### src/rtl/serial_frame_pkg.sv
// rtl/serial_frame_pkg.sv - shared state encoding and line levels for the serial frame receiver
package serial_frame_pkg;

  typedef enum logic [1:0] {
    IDLE  = 2'd0,
    START = 2'd1,
    DATA  = 2'd2,
    STOP  = 2'd3
  } state_t;

  // Level of an idle line (and of a valid stop bit)
  localparam logic IDLE_LEVEL  = 1'b1;
  // Level of a start bit
  localparam logic START_LEVEL = 1'b0;

endpackage

### src/rtl/serial_frame_ctrl_sipo_shift_reg.sv
// rtl/serial_frame_ctrl_sipo_shift_reg.sv - serial-in/parallel-out shift register, first bit ends up in the MSB
module sipo_shift_reg #(
  parameter int DATA_W = 4
) (
  input  logic              clk,
  input  logic              rst_n,
  input  logic              i_shift_en,
  input  logic              i_serial_in,
  output logic [DATA_W-1:0] o_q
);

  logic [DATA_W-1:0] r_q;

  generate
    if (DATA_W == 1) begin : g_one
      // Single-bit word: the register simply captures the sampled bit
      always_ff @(posedge clk or negedge rst_n) begin
        if (!rst_n) begin
          r_q <= '0;
        end else if (i_shift_en) begin
          r_q <= i_serial_in;
        end
      end
    end else begin : g_wide
      // Shift left so the earliest sampled bit migrates toward the MSB
      always_ff @(posedge clk or negedge rst_n) begin
        if (!rst_n) begin
          r_q <= '0;
        end else if (i_shift_en) begin
          r_q <= {r_q[DATA_W-2:0], i_serial_in};
        end
      end
    end
  endgenerate

  assign o_q = r_q;

endmodule

### src/rtl/serial_frame_ctrl.sv
// rtl/serial_frame_ctrl.sv - start-bit detect, bit sampling, stop check and valid/ready word output
module serial_frame_ctrl
  import serial_frame_pkg::*;
#(
  parameter int DATA_W     = 4,
  parameter int BIT_CYCLES = 1
) (
  input  logic              clk,
  input  logic              reset,
  input  logic              serial_in,
  output logic [DATA_W-1:0] out_data,
  output logic              out_valid,
  input  logic              out_ready,
  output logic              busy,
  output logic              frame_err,
  output logic              overrun
);

  localparam int CNT_W = $clog2(BIT_CYCLES + 1);
  localparam int IDX_W = $clog2(DATA_W + 1);

  // Start bit is re-checked near the middle of its period
  localparam logic [CNT_W-1:0] HALF     = CNT_W'((BIT_CYCLES - 1) / 2);
  localparam logic [CNT_W-1:0] RELOAD   = CNT_W'(BIT_CYCLES - 1);
  localparam logic [CNT_W-1:0] CNT_ONE  = CNT_W'(1);
  localparam logic [IDX_W-1:0] IDX_ONE  = IDX_W'(1);
  localparam logic [IDX_W-1:0] LAST_IDX = IDX_W'(DATA_W - 1);

  state_t            r_state;
  state_t            w_state_nxt;
  logic [CNT_W-1:0]  r_cnt;
  logic [CNT_W-1:0]  w_cnt_nxt;
  logic [IDX_W-1:0]  r_idx;
  logic [IDX_W-1:0]  w_idx_nxt;
  logic              w_tick;
  logic              w_shift_en;
  logic              w_load;
  logic              w_ovr;
  logic              w_ferr;
  logic [DATA_W-1:0] w_sreg;
  logic [DATA_W-1:0] r_out_data;
  logic              r_out_valid;
  logic              r_frame_err;
  logic              r_overrun;

  // A sample point is reached whenever the cycle counter has run down to zero
  assign w_tick = (r_cnt == '0);

  sipo_shift_reg #(
    .DATA_W (DATA_W)
  ) u_sreg (
    .clk         (clk),
    .rst_n       (reset),
    .i_shift_en  (w_shift_en),
    .i_serial_in (serial_in),
    .o_q         (w_sreg)
  );

  // State, cycle counter and bit index registers
  always_ff @(posedge clk or negedge reset) begin
    if (!reset) begin
      r_state <= IDLE;
      r_cnt   <= '0;
      r_idx   <= '0;
    end else begin
      r_state <= w_state_nxt;
      r_cnt   <= w_cnt_nxt;
      r_idx   <= w_idx_nxt;
    end
  end

  // Frame sequencing: decide next state, counter reloads and the per-edge strobes
  always_comb begin
    w_state_nxt = r_state;
    w_cnt_nxt   = r_cnt;
    w_idx_nxt   = r_idx;
    w_shift_en  = 1'b0;
    w_load      = 1'b0;
    w_ovr       = 1'b0;
    w_ferr      = 1'b0;
    case (r_state)
      IDLE: begin
        if (serial_in == START_LEVEL) begin
          w_idx_nxt = '0;
          if (BIT_CYCLES == 1) begin
            // One cycle per bit: the edge that saw the start bit is its sample point
            w_state_nxt = DATA;
            w_cnt_nxt   = RELOAD;
          end else begin
            w_state_nxt = START;
            w_cnt_nxt   = HALF;
          end
        end
      end
      START: begin
        if (!w_tick) begin
          w_cnt_nxt = r_cnt - CNT_ONE;
        end else if (serial_in == START_LEVEL) begin
          w_state_nxt = DATA;
          w_cnt_nxt   = RELOAD;
          w_idx_nxt   = '0;
        end else begin
          // Glitch on an idle line: drop back silently
          w_state_nxt = IDLE;
        end
      end
      DATA: begin
        if (!w_tick) begin
          w_cnt_nxt = r_cnt - CNT_ONE;
        end else begin
          w_shift_en = 1'b1;
          w_cnt_nxt  = RELOAD;
          w_idx_nxt  = r_idx + IDX_ONE;
          if (r_idx == LAST_IDX) begin
            w_state_nxt = STOP;
          end
        end
      end
      STOP: begin
        if (!w_tick) begin
          w_cnt_nxt = r_cnt - CNT_ONE;
        end else begin
          w_state_nxt = IDLE;
          if (serial_in != IDLE_LEVEL) begin
            w_ferr = 1'b1;
          end else if (!r_out_valid || out_ready) begin
            w_load = 1'b1;
          end else begin
            w_ovr = 1'b1;
          end
        end
      end
      default: begin
        w_state_nxt = IDLE;
      end
    endcase
  end

  // Output word holding register with valid/ready handshake and one-cycle status pulses
  always_ff @(posedge clk or negedge reset) begin
    if (!reset) begin
      r_out_data  <= '0;
      r_out_valid <= 1'b0;
      r_frame_err <= 1'b0;
      r_overrun   <= 1'b0;
    end else begin
      r_frame_err <= w_ferr;
      r_overrun   <= w_ovr;
      if (w_load) begin
        // A freshly completed word wins over a same-edge consume
        r_out_data  <= w_sreg;
        r_out_valid <= 1'b1;
      end else if (r_out_valid && out_ready) begin
        r_out_valid <= 1'b0;
      end
    end
  end

  assign out_data  = r_out_data;
  assign out_valid = r_out_valid;
  assign busy      = (r_state != IDLE);
  assign frame_err = r_frame_err;
  assign overrun   = r_overrun;

endmodule

### config.mk
export PLATFORM = sky130hd
export DESIGN_NAME = serial_frame_ctrl
export DESIGN_NICKNAME = d
export VERILOG_FILES = /design/src/rtl/serial_frame_pkg.sv /design/src/rtl/serial_frame_ctrl_sipo_shift_reg.sv /design/src/rtl/serial_frame_ctrl.sv
export SDC_FILE = /design/constraint.sdc
export NUM_CORES = 1
export LEC_CHECK = 0
export ABC_AREA = 1
export BUFFER_PORTS_ARGS = -buffer_cell sky130_fd_sc_hd__buf_4
export CAP_MARGIN = 10
export CORE_MARGIN = 2
export CORE_UTILIZATION = 45
export CTS_BUF_LIST = sky130_fd_sc_hd__clkbuf_8
export DETAILED_ROUTE_END_ITERATION = 8
export PLACE_DENSITY = 0.67
export SLEW_MARGIN = 20
export SYNTH_ARGS = -nofsm -noshare
export SYNTH_HDL_FRONTEND = slang
export SYNTH_SLANG_ARGS = --single-unit
### constraint.sdc
create_clock -name clk -period 1.6 [get_ports clk]
set_clock_uncertainty 0.1 [all_clocks]
set_input_delay 0.08 -clock clk [delete_from_list [all_inputs] [get_ports clk]]
set_output_delay 0.08 -clock clk [all_outputs]
set_load 0.01 [all_outputs]
==> flow_summary.yaml, run 1 <==
final_layout:
  nets: 89
  multi_input_comb_area_um2: 229
  areaGrowthSynthToFinish_pct: 24.7
  n_antenna_cell: 0
  drive_gt1_share_pct: 26.8
  fillCellCount: 117
  finish.utilization_pct: 61.7
  regArea_um2: 400
  postLayoutCellArea_um2: 833
critical_path:
  crit_buf_inv: 0
  critical_path_required_ps: 1670
  cp-startpoint: "r_idx[0]"
  end_kind: "flip-flop"
  worst_path_dominant_cell_family: "adder cells"
  crit_cells: 3
  worstSetupPathType: "reg2reg"
  r2r_end: "r_idx[2]"
  path_cells: "ha_1, ha_1, o21ai_1"
  crit_arrival_ps: 1250
  slowest_stage: "dfrtp_1"
  max_stage_delay_ps: 400
  rrSetupSlack_ps: 420
  crit_path_start_kind: "flip-flop"
  cpMostUsedCell: "ha_1"
  crit_fanout: 3
  r2r_cells: 3
  endpoint: "r_idx[2]"
  rr_startpoint: "r_idx[0]"
placed_design:
  place.gp.congestion: 0.740
  place_ws_ps: 424
  place_area_um2: 758
  port_buffers: 11
  post-dp-hpwl_um: 728
clocking:
  clock-root-buffer: "clkbuf_8"
  numCtsBuffers: 3
  clock_sinks: 16
  clk_latency_ps: 240
  cts_buffer_depth: 2
  tritoncts: "done"
  cts_setup_buffers: 0
  htreeDepth: 1
  clk_transition_reported_paths_ps: 60
die:
  die_area_mm2: 0.00181
  ioPinCount: 12
  core_region_area_mm2: 0.00135
  rows: 13
  die_height_um: 42.5
  start_util_pct: 49.5
  die_w_um: 42.5
synthesis:
  syn_inst: 66
  yosys_register_bits: 16
  ys.flop_type: "dfrtp_1"
  yosys.area.top_type: "dfrtp_1"
  synth_nets: 72
  synth_edf_count: 0
  synth_seq_area_share_pct: 59.9
  yosysTopAreaCellShare_pct: 59.9
  synthArstFlopShare_pct: 100
  avgSynthCellArea_um2: 10.1
  syn-cell-area_um2: 668
  synth_area_leaders: "dfrtp_1 60%, nand2_1 9.6%, nand3_1 6.7%, ha_1 3.7%, inv_1 3.4%"
  synth.most_common_cell: "nand2_1"
  ys_warn_count: 0
  synth_cell_type_count: 14
  ys_top_cells_by_count: "17 x nand2_1, 16 x dfrtp_1, 9 x nand3_1"
timing:
  hold_viol_final: 0
  fmaxAchievable_mhz: 846
  hold_slack_ps: 87.4
  grt_setup_unrepaired: "no"
  setup_viol: 0
  fin_ws_ps: 418
  fin_crit_sh_pct: 73.9
  maxSlewViolCount: 0
  fin_crit_ps: 1180
  worst_pin_slew_ps: 257
  slew_headroom_pct: 82.8
  final.setup.tns_ps: 0
global_route:
  grt_pass1_wl_um: 1990
  grt.busiest_layer: "met2"
  grt_pass1_vias: 468
  grt_remaining_overflow: 0
  antenna_found_initial: 0
  grtUsageMet3_pct: 5.17
  grt_use_met2_pct: 24.3
  gr-usage-met1_pct: 18.1
  grt_max_degree: 17
  grt_usage_pct: 14.9
run_status:
  status: "completed"
detailed_routing:
  vias: 462
  drt_wl_total_um: 1050
  detail_route.wl_per_cell_um: 10.8
  drc: 0
  firstDrtPassIters: 3
  ant_nets: 0
  drt_iter0_markers: 8
  avgViaCountPerCell: 4.76
hold_path:
  hp-class: "in2reg"
pwr:
  irDropWorstVdd_uv: 881
  powerDensity_mw_per_mm2: 1890
  p_leak_nw: 0.448
job:
  drv_cap: 0
## routing by layer
layer	routed length [um]	vias to the layer above
met5	0	-
met4	0	0
met3	42	0
met2	516	10
met1	490	209
li1	-	243
## per-stage QoR
step / power [mW] / cells
2_1_floorplan: 1.07 / 66
3_3_place_gp: 1.21 / 91
3_5_place_dp: 1.23 / 91
4_1_cts: 1.60 / 97
5_1_grt: 1.70 / 97
6_report: 1.57 / 97
## registers in the layout, summed over array words and instances, names as in the netlist
register / flops
r_idx: 3
out_data: 4
overrun: 1
out_valid: 1
frame_err: 1
r_state: 2
u_sreg.o_q: 4
## logic make-up (layout without fill, tap and decap cells)
group | Yosys count | after routing | share of synthesized area [%]
compound gates | 5 | 5 | 4.31
fa+ha+maj | 2 | 2 | 3.74
buf+inv | 8 | 24 | 5.80
flops | 16 | 16 | 59.9
simple gates | 35 | 35 | 26.2
## what timing repair did
item                      in CTS  in global routing
gates resized for setup        0                  0
hold buffers                   2                  0
hold endpoints to repair      17                  0
## cell type report
| type | instances | share of cell area, % |
|---|---|---|
| tap | 15 | 2.25 |
| sequential | 16 | 48.0 |
| multi-input combinational | 42 | 27.5 |
| inverter | 7 | 3.30 |
| timing repair buffer | 13 | 12.3 |
| clock buffer | 4 | 6.61 |
## placed cells by master (no fill, tap or decap)
cell and n:
nor3_1 1, nand2_1 17, o21ai_1 4, a21oi_2 1, dfrtp_1 16, nor2_1 3, clkinv_2 1, inv_1 6
nor2_8 1, ha_1 2, buf_4 11, nand2_4 1, nand2_2 3, nand3_1 9, dlygate4sd3_1 2, clkbuf_8 4
## where the power goes
group / switching [mW] / total [mW] / internal, mW
Clock: 0.130 / 0.347 / 0.218
Sequential: 0.110 / 0.683 / 0.573
Combinational: 0.308 / 0.543 / 0.235
Total: 0.547 / 1.57 / 1.03
## worst min-delay path by stage
stage	startpoint	to	slack, ps	cells after the start
after global placement	reset	overrun	-150	1
final	out_ready	overrun	90	4
after global routing	out_ready	overrun	110	4
after CTS	out_ready	overrun	80	4
after floorplan	reset	frame_err	-320	0
after detailed placement	reset	overrun	-150	1
## worst reg2reg max path: stages (launching register included)
cell and delay (ps):
dfrtp_1 400, ha_1 210, ha_1 270, o21ai_1 130
Note: power is estimated with default switching activity, not from simulation.
==> run 2: changes to the inputs <==
clock period = 1.2 ns   (was 1.6 ns; I/O delays follow)
==> run 2 against run 1 <==
- non-clock buffer count is 2 higher
- hold slack got worse by 10 ps
- sequential share of layout area hardly changed
==> flow_summary.yaml, run 2 (synthesis results as in run 1) <==
run_status:
  status: "completed"
pwr:
  intPower_mw: 1.33
  swShare_pct: 34.9
  powerDensity_mw_per_mm2: 2440
  irDropWorstVdd_uv: 1220
  p_sw_mw: 0.712
  p_clk_share_pct: 18.7
  comb_power_share_pct: 36.8
  p_seq_share_pct: 44.5
  p_leak_nw: 0.450
clocking:
  clk_latency_ps: 240
  clock_sinks: 16
  clock-root-buffer: "clkbuf_8"
  htreeDepth: 1
  numCtsBuffers: 3
  tritoncts: "done"
  clk_transition_reported_paths_ps: 60
  cts_buffer_depth: 2
global_route:
  grt_pass1_vias: 468
  grt_max_degree: 17
  antenna_found_initial: 0
  grt_pass1_wl_um: 1900
  grt_usage_pct: 14.1
  grt_remaining_overflow: 0
critical_path:
  cp-startpoint: "r_state[0]"
  endpoint: "busy"
  end_kind: "output pin"
  rr_startpoint: "r_idx[0]"
  cpMostUsedCell: "buf_4"
  crit_arrival_ps: 1000
  crit_fanout: 3
  critical_path_required_ps: 1040
  path_cells: "inv_2, buf_4, nand2_1, buf_4"
  max_stage_delay_ps: 400
  crit_cells: 4
  r2r_end: "r_idx[2]"
  rrSetupSlack_ps: 50
  r2r_cells: 3
  crit_buf_inv: 3
  worstSetupPathType: "reg2out"
  slowest_stage: "dfrtp_1"
  crit_path_start_kind: "flip-flop"
  worst_path_dominant_cell_family: "flip-flops"
timing:
  setup_viol: 0
  fin_crit_sh_pct: 96.5
  hold_viol_final: 0
  fin_ws_ps: 41.7
  slew_headroom_pct: 83.7
  worst_pin_slew_ps: 244
  maxSlewViolCount: 0
  fmaxAchievable_mhz: 863
  final.setup.tns_ps: 0
  fin_crit_ps: 1160
detailed_routing:
  wl_met3_um: 40
  firstDrtPassIters: 3
  drt_iter0_markers: 6
  drt_wl_total_um: 1080
  top_layer: "met4"
  wl_met1_um: 498
  drc: 0
  detail_route.wl_per_cell_um: 11.0
  met2WireLength_um: 532
  ant_nets: 0
  avgViaCountPerCell: 4.70
  vias: 461
placed_design:
  port_buffers: 11
  post-dp-hpwl_um: 755
  place_ws_ps: 48.8
  place.gp.congestion: 0.739
final_layout:
  regArea_um2: 402
  multi_input_comb_area_um2: 229
  areaGrowthSynthToFinish_pct: 25.1
  final_cell_mix: "17 x nand2_1, 15 x dfrtp_1, 13 x buf_4"
  fillCellCount: 121
  final_common_cell: "nand2_1"
  n_antenna_cell: 0
  nets: 91
  drive_gt1_share_pct: 30.1
die:
  rows: 13
  die_area_mm2: 0.00181
  core_region_area_mm2: 0.00135
  die_height_um: 42.5
  ioPinCount: 12
  start_util_pct: 49.5
  die_w_um: 42.5
hold_path:
  hp-class: "in2reg"
job:
  drv_cap: 0
[run 2: per-layer routing]
| layer | GRT usage (%) | vias up |
|---|---|---|
| li1 | - | 247 |
| met1 | 17.1 | 204 |
| met2 | 23.4 | 8 |
| met3 | 2.59 | 2 |
| met4 | 7.50 | 0 |
| met5 | 0 | - |
[run 2: repair_timing]
action	4_1_cts	5_1_grt
endpoints found under the hold margin	17	0
hold buffers	2	0
gates resized for setup	0	2
setup buffers	0	1
endpoints found under the setup margin	0	1
[run 2: layout make-up]
class / instances / share of cell area [%]
Sequential cell: 16 / 48.1
Tap cell: 15 / 2.25
Inverter: 7 / 3.29
Multi-Input combinational cell: 42 / 27.4
Timing Repair Buffer: 15 / 14.1
Clock buffer: 3 / 4.94
[run 2: worst min-delay path by stage]
| stage | depth (start not counted) | start | to | slack [ps] |
|---|---|---|---|---|
| floorplan | 0 | reset | frame_err | -340 |
| finish | 4 | out_ready | overrun | 80 |
| CTS | 4 | out_ready | overrun | 70 |
| global route | 4 | out_ready | overrun | 100 |
| global placement | 1 | reset | overrun | -170 |
| detailed placement | 1 | reset | frame_err | -170 |
[run 2: per-stage QoR]
| step | power [mW] | area (um2) | utilization (%) | cells | hold slack (ps) |
|---|---|---|---|---|---|
| 6_report | 2.04 | 836 | 61.9 | 98 | 77.3 |
| 5_1_grt | 2.22 | 836 | 61.9 | 98 | 103 |
| 4_1_cts | 2.05 | 827 | 61.3 | 97 | 74.1 |
| 3_5_place_dp | 1.66 | 766 | 56.7 | 92 | -169 |
| 3_3_place_gp | 1.63 | 766 | 56.7 | 92 | -173 |
| 2_1_floorplan | 1.42 | 668 | - | 66 | -336 |
[run 2: power groups by stage]
stage                     sequential [mW]  clock, mW  combinational [mW]
after floorplan                     0.925          0               0.498
after global placement              0.905          0               0.726
after detailed placement            0.914          0               0.743
after CTS                           0.906      0.391               0.749
after global routing                0.940      0.424               0.851
final                               0.908      0.381               0.750
[run 2: worst reg2reg max path: cells and delay by family (launching register included)]
kind,cells,cell delay [ps]
adders and majority gates,2,470
DFF,1,390
AOI/OAI and AO/OA,1,120
==> run 3: changes to the inputs <==
BUFFER_PORTS_ARGS = -buffer_cell sky130_fd_sc_hd__buf_2   (was -buffer_cell sky130_fd_sc_hd__buf_4)
==> run 3 against run 2 <==
- fmax rose by 1.5%
- sequential cell count did not move
- die area did not move
- wire length rose by 0.19%
- critical path depth fell by 1
- sequential share of layout area fell by 0.078 points
- non-clock buffer count rose by 1
- clock power rose by 22%
- register-to-register slack barely moved
- via count rose by 3.7%
- utilization fell by 0.093 points
- largest cell class unchanged
- highest routed layer unchanged
==> flow_summary.yaml, run 3 (synthesis results as in run 1) <==
run_status:
  status: "completed"
critical_path:
  critical_path_required_ps: 1270
  path_cells: "ha_2, ha_1, o21ai_1"
  r2r_end: "r_idx[2]"
  end_kind: "flip-flop"
  crit_fanout: 3
  slowest_stage: "dfrtp_1"
  rr_startpoint: "r_idx[0]"
  worstSetupPathType: "reg2reg"
  rrSetupSlack_ps: 60
  crit_arrival_ps: 1210
  r2r_cells: 3
  worst_path_dominant_cell_family: "adder cells"
  crit_buf_inv: 0
  max_stage_delay_ps: 400
  crit_path_start_kind: "flip-flop"
  crit_cells: 3
final_layout:
  fin_cells: 100
  nets: 92
  finish.utilization_pct: 61.8
  drive_gt1_share_pct: 31.8
  final_cell_mix: "17 x nand2_1, 16 x dfrtp_1, 11 x buf_2"
  final_common_cell: "nand2_1"
  areaGrowthSynthToFinish_pct: 24.9
  n_antenna_cell: 0
hold_path:
  hp-class: "in2reg"
  whs_path_depth: 4
  hold_start: "out_ready"
  hold_end: "overrun"
die:
  die_area_mm2: 0.00181
  rows: 13
  start_util_pct: 49.5
  core_region_area_mm2: 0.00135
  die_w_um: 42.5
  ioPinCount: 12
  die_height_um: 42.5
timing:
  worst_pin_slew_ps: 358
  final.setup.tns_ps: 0
  fmaxAchievable_mhz: 876
  fin_crit_ps: 1140
  fin_ws_ps: 58.9
  grt_setup_unrepaired: "no"
  maxSlewViolCount: 0
  fin_crit_sh_pct: 95.1
  slew_headroom_pct: 76.2
  setup_viol: 0
  hold_viol_final: 0
clocking:
  clk_transition_reported_paths_ps: 60
  tritoncts: "done"
  htreeDepth: 1
  cts_buffer_depth: 2
  clock-root-buffer: "clkbuf_8"
  numCtsBuffers: 3
  clock_sinks: 16
  clk_latency_ps: 240
placed_design:
  post-dp-hpwl_um: 766
  dp_cells: 92
  place.gp.congestion: 0.760
  place_ws_ps: 27.2
  port_buffers: 11
global_route:
  antenna_found_initial: 0
  grt_max_degree: 17
  grt_usage_pct: 14.6
  grt_remaining_overflow: 0
  grt_pass1_wl_um: 1900
  grt_pass1_vias: 449
detailed_routing:
  drt_wl_total_um: 1080
  drt_iter0_markers: 8
  detail_route.wl_per_cell_um: 10.8
  firstDrtPassIters: 4
  avgViaCountPerCell: 4.78
  vias: 478
  drc: 0
  ant_nets: 0
pwr:
  p_total_mw: 2.11
  irDropWorstVdd_uv: 1520
  p_leak_nw: 0.456
  powerDensity_mw_per_mm2: 2530
job:
  drv_cap: 0
-- run 3: power breakdown --
| part | total, mW | internal, mW | switching, mW |
|---|---|---|---|
| registers | 0.906 | 0.764 | 0.142 |
| logic | 0.743 | 0.320 | 0.423 |
| clock network | 0.465 | 0.290 | 0.174 |
| total | 2.11 | 1.37 | 0.740 |
-- run 3: cell type report --
class / instances / area (um2)
fill: 115 / 515
sequential: 16 / 400
multi-input combinational: 42 / 231
timing repair buffer: 16 / 101
clock buffer: 4 / 55.1
inverter: 7 / 27.5
tap: 15 / 18.8
-- run 3: routing by layer --
| layer | vias up | track usage [%] | routed length (um) |
|---|---|---|---|
| li1 | 246 | - | - |
| met1 | 214 | 17.3 | 499 |
| met2 | 16 | 23.1 | 506 |
| met3 | 2 | 5.17 | 64 |
| met4 | 0 | 7.50 | 12 |
| met5 | - | 0 | 0 |
-- run 3: worst min-delay path: stages --
cell     delay [ps]
buf_2            70
inv_1            40
nand2_2         130
nor3_1           60
-- run 3: worst max-delay path by stage --
stage	startpoint	slack, ps	end
final	r_idx[0]	60	r_idx[2]
after floorplan	r_idx[0]	90	r_idx[2]
after global routing	r_state[0]	4	busy
after detailed placement	r_idx[0]	30	r_idx[2]
after CTS	r_idx[0]	10	r_idx[2]
after global placement	r_idx[0]	70	r_idx[2]
-- run 3: metrics by stage --
stage,area (um2),hold WS [ps]
after floorplan,668,-336
after global routing,835,93.4
after global placement,738,-115
after detailed placement,738,-109
after CTS,813,61.8
final,835,63.8
-- run 3: timing repair --
item,CTS,global route
hold buffers,2,0
setup buffers,0,2
setup endpoints to repair,0,2
resized for setup,0,3
endpoints found under the hold margin,17,0
